<file path="src/rtl/fifo_mem.sv">
// Storage array for fifo_top: synchronous write port, asynchronous read port.
// Contents are deliberately not reset.
module fifo_mem #(
  parameter int DSIZE = 8,
  parameter int ASIZE = 4
) (
  input  logic             wclk,
  input  logic             we,
  input  logic [ASIZE-1:0] waddr,
  input  logic [DSIZE-1:0] wdata,
  input  logic [ASIZE-1:0] raddr,
  output logic [DSIZE-1:0] rdata
);

  localparam int unsigned DEPTH = 1 << ASIZE;

  logic [DSIZE-1:0] r_mem [DEPTH];

  // Write the addressed word on an effective write
  always_ff @(posedge wclk) begin
    if (we) r_mem[waddr] <= wdata;
  end

  // Read port is purely combinational so the head word falls through
  always_comb begin
    rdata = r_mem[raddr];
  end

endmodule

</file>
<file path="src/rtl/fifo_top.sv">
// Single-clock first-word-fall-through FIFO with registered full/empty flags.
// Pointers carry one extra wrap bit so full and empty are distinguishable.
module fifo_top #(
  parameter int DSIZE = 8,
  parameter int ASIZE = 4
) (
  input  logic             wclk,
  input  logic             wrst_n,
  input  logic             winc,
  input  logic [DSIZE-1:0] wdata,
  input  logic             rinc,
  output logic [DSIZE-1:0] rdata,
  output logic             wfull,
  output logic             rempty
);

  logic [ASIZE:0] r_wptr;
  logic [ASIZE:0] r_rptr;
  logic           r_wfull;
  logic           r_rempty;

  logic           w_we;
  logic           w_re;
  logic [ASIZE:0] w_wptr_next;
  logic [ASIZE:0] w_rptr_next;
  logic           w_wfull_next;
  logic           w_rempty_next;

  // Qualify strobes with the registered flags and compute next pointers/flags
  always_comb begin
    w_we          = winc & ~r_wfull;
    w_re          = rinc & ~r_rempty;
    w_wptr_next   = r_wptr + {{ASIZE{1'b0}}, w_we};
    w_rptr_next   = r_rptr + {{ASIZE{1'b0}}, w_re};
    w_rempty_next = (w_rptr_next == w_wptr_next);
    w_wfull_next  = (w_rptr_next[ASIZE] != w_wptr_next[ASIZE]) &&
                    (w_rptr_next[ASIZE-1:0] == w_wptr_next[ASIZE-1:0]);
  end

  // Pointer and flag registers; async reset empties the FIFO immediately
  always_ff @(posedge wclk or negedge wrst_n) begin
    if (!wrst_n) begin
      r_wptr   <= '0;
      r_rptr   <= '0;
      r_wfull  <= 1'b0;
      r_rempty <= 1'b1;
    end else begin
      r_wptr   <= w_wptr_next;
      r_rptr   <= w_rptr_next;
      r_wfull  <= w_wfull_next;
      r_rempty <= w_rempty_next;
    end
  end

  // Drive flag outputs from their registers
  always_comb begin
    wfull  = r_wfull;
    rempty = r_rempty;
  end

  fifo_mem #(
    .DSIZE (DSIZE),
    .ASIZE (ASIZE)
  ) u_mem (
    .wclk  (wclk),
    .we    (w_we),
    .waddr (r_wptr[ASIZE-1:0]),
    .wdata (wdata),
    .raddr (r_rptr[ASIZE-1:0]),
    .rdata (rdata)
  );

endmodule

</file>
<file path="config.mk">
export PLATFORM = sky130hd
export DESIGN_NAME = fifo_top
export DESIGN_NICKNAME = d
export VERILOG_FILES = /design/src/rtl/fifo_mem.sv /design/src/rtl/fifo_top.sv
export SDC_FILE = /design/constraint.sdc
export NUM_CORES = 1
export LEC_CHECK = 0
export BUFFER_PORTS_ARGS = -buffer_cell sky130_fd_sc_hd__buf_2
export CAP_MARGIN = 20
export CORE_MARGIN = 5
export CORE_UTILIZATION = 63
export CTS_BUF_LIST = sky130_fd_sc_hd__clkbuf_16
export DETAILED_ROUTE_END_ITERATION = 16
export PLACE_DENSITY_LB_ADDON = 0.25
export SYNTH_ARGS = -nofsm -noshare
export SYNTH_HDL_FRONTEND = slang
export SYNTH_SLANG_ARGS = --single-unit
</file>
<file path="constraint.sdc">
create_clock -name wclk -period 6.01 [get_ports wclk]
set_input_delay 0.601 -clock wclk [delete_from_list [all_inputs] [get_ports wclk]]
set_output_delay 0.601 -clock wclk [all_outputs]
set_load 0.01 [all_outputs]
</file>
==> impl_metrics.json <==
{
  "status": "complete, no violations",
  "nFillCells": 503,
  "drv_cap": 0,
  "dr.pass1.iters": 5,
  "post-route-period-util_pct": 47.54,
  "clk_pin_slew_worst_paths_ns": 0.06,
  "clock_sinks": 140,
  "grt_max_degree": 35,
  "wl_um": 10190,
  "setup_viol": 0,
  "insertedDiodeCount": 0,
  "grt_pass1_vias": 2665,
  "drive_gt1_share_pct": 24.76,
  "synth_seq_cells": 140,
  "clock_latency_ns": 0.41,
  "fmax_mhz": 350.0,
  "fin_util_pct": 72.25,
  "htree_levels": 4,
  "rsz0062_at_grt": "no",
  "layout_common_cells": "edfxtp_1 (128), buf_2 (21), mux4_2 (18)",
  "die_area_um2": 10700,
  "grt-ovfl-total": 0,
  "period_needed_ns": 2.857,
  "worst-setup-path-type": "reg -> out",
  "track_usage_pct": 21.43,
  "worst-slew-pin-transition_ns": 0.9190,
  "dr.first_iter.drc_count": 243,
  "cts_tree": "yes",
  "io_buffers": 21,
  "post_cts_buffers": 0,
  "drc": 0,
  "grt_antenna_before_repair": 0,
  "hold_violations": 0,
  "critPathLaunch": "r_rptr[0]",
  "avgSynthCellArea_um2": 21.08,
  "routed-via-count": 2611,
  "fin_nets": 311,
  "area_growth_pct": 13.39,
  "ff_latch_area_um2": 4146,
  "maxSlewViolCount": 0,
  "worstPathRequired_ns": 5.41,
  "p_leak_uw": 0.002154,
  "hp-class": "in -> async",
  "relSlewSlack_pct": 38.51,
  "synthDistinctLibCells": 28,
  "dp_hpwl_um": 6184,
  "rrSetupSlack_ns": 3.68,
  "multi_input_area_um2": 1255,
  "vdd_drop_max_mv": 0.2936,
  "grt_pass1_wl_um": 15530,
  "yosysSeqAreaShare_pct": 75.33,
  "wl_per_cell_um": 24.55,
  "layout.cells.most_common": "edfxtp_1",
  "clockBufferDepth": 2,
  "cp-start-kind": "flip-flop",
  "skew_ns": 0.007122,
  "start_util_pct": 63.72,
  "critical_path_arrival_ns": 2.26,
  "reg2reg_from": "wfull",
  "worstSetupEndpointType": "primary output",
  "syn-cell-area_um2": 5503,
  "die_w_um": 103.5,
  "ant_nets": 0,
  "cts_hold_buf": 0,
  "cts-buffers-inserted": 17,
  "yosys_warnings": 0,
  "cts_root_buffer": "clkbuf_16",
  "powerDensity_nw_per_um2": 492.8,
  "io_pins": 22,
  "rows": 34,
  "avgViaCountPerCell": 6.292,
  "post_cts_resized": 0,
  "routabilityCongestion": 0.7270,
  "die_h_um": 103.5,
  "fin_tns_setup_ns": 0,
  "core_um2": 8636,
  "syn_inst": 261,
  "synth_nets": 277,
  "cp_max_fo": 30
}
cells in the mapped netlist:
| cell type | number | area, um2 |
|---|---|---|
| mux4_1 | 14 | 367.9 |
| buf_6 | 4 | 45.04 |
| xnor2_1 | 2 | 17.52 |
| nand3_1 | 5 | 25.02 |
| nand2b_1 | 2 | 12.51 |
| nand2_1 | 9 | 33.78 |
| xor2_1 | 9 | 78.83 |
| a22oi_1 | 16 | 120.1 |
| and2_1 | 1 | 6.260 |
| buf_1 | 1 | 3.750 |
| ha_1 | 4 | 50.05 |
| mux4_2 | 18 | 405.4 |
| and2b_1 | 1 | 7.510 |
| inv_1 | 2 | 7.510 |
| dfstp_2 | 1 | 26.28 |
| or3b_2 | 1 | 8.760 |
| nor3b_1 | 1 | 7.510 |
| nor2b_1 | 3 | 18.77 |
| nand3b_1 | 2 | 15.01 |
| buf_4 | 4 | 30.03 |
| clkbuf_4 | 1 | 7.510 |
| nor3_1 | 5 | 25.02 |
| clkbuf_1 | 1 | 3.750 |
| edfxtp_1 | 128 | 3844 |
| nor2_1 | 13 | 48.80 |
| or3_1 | 1 | 6.260 |
| clkbuf_2 | 1 | 5.000 |
| dfrtp_1 | 11 | 275.3 |
critical path: stages, from the launching register on:
cell	delay (ns)
dfrtp_2	0.44
buf_12	0.26
mux4_1	0.59
a22oi_1	0.25
nand2_1	0.13
buf_2	0.16
cells by family (layout without fill, tap and decap cells):
kind of cell,count (synthesis),after routing,synth area share [%]
buffers and inverters,14,60,1.864
flip-flops,140,140,75.33
AO/OA/AOI/OAI,16,16,2.183
AND/OR/NAND/NOR,44,44,3.911
multiplexers,32,32,14.05
adder cells (fa/ha/maj),4,4,0.9095
XOR/XNOR,11,11,1.751
state kept, by name, summed over array words and instances, names as in the netlist:
register     cells
u_mem.r_mem    128
r_wptr           5
rempty           1
wfull            1
r_rptr           5
metrics by stage:
stage | area (um2) | setup slack (ns) | total power, uW | std cells | hold WS, ns
CTS | 6220 | 2.678 | 3077 | 414 | 0.05078
global route | 6240 | 2.987 | 3221 | 415 | 0.05253
floorplan | 5503 | 3.675 | 1920 | 261 | 0.3054
global placement | 5679 | 3.126 | 2130 | 382 | 0.4880
finish | 6240 | 3.153 | 3075 | 415 | 0.05673
detailed placement | 5687 | 3.132 | 2149 | 383 | 0.4934
where the power goes:
| part | total, uW | switching [uW] | internal, uW |
|---|---|---|---|
| Clock | 929 | 371 | 558 |
| Combinational | 867 | 480 | 387 |
| Sequential | 1280 | 73.8 | 1200 |
final cells by class:
class / count / share of cell area (%)
clock buffers: 17 / 6.818
clock inverters: 14 / 1.724
inverters: 2 / 0.1203
multi-input cells: 107 / 20.11
flip-flops and latches: 140 / 66.45
well taps: 108 / 2.166
repair buffers: 27 / 2.607
final timing paths:
check,to,cells after the start
worst min-delay path,wfull,1
worst max-delay path,rdata[4],5
worst min register to register,r_rptr[4],2
min in group wclk,r_rptr[4],2
max in group asynchronous,rempty,1
worst max register to register,u_mem.r_mem[0][6],4
per-layer routing:
| metal | vias to the layer above | global-route usage, % | routed length (um) |
|---|---|---|---|
| met3 | 14 | 8.384 | 624 |
| li1 | 1147 | - | - |
| met5 | - | 0 | 0 |
| met4 | 0 | 5.876 | 122 |
| met2 | 96 | 32.94 | 5137 |
| met1 | 1354 | 29.16 | 4302 |
Note: power is estimated with default switching activity, not from simulation.
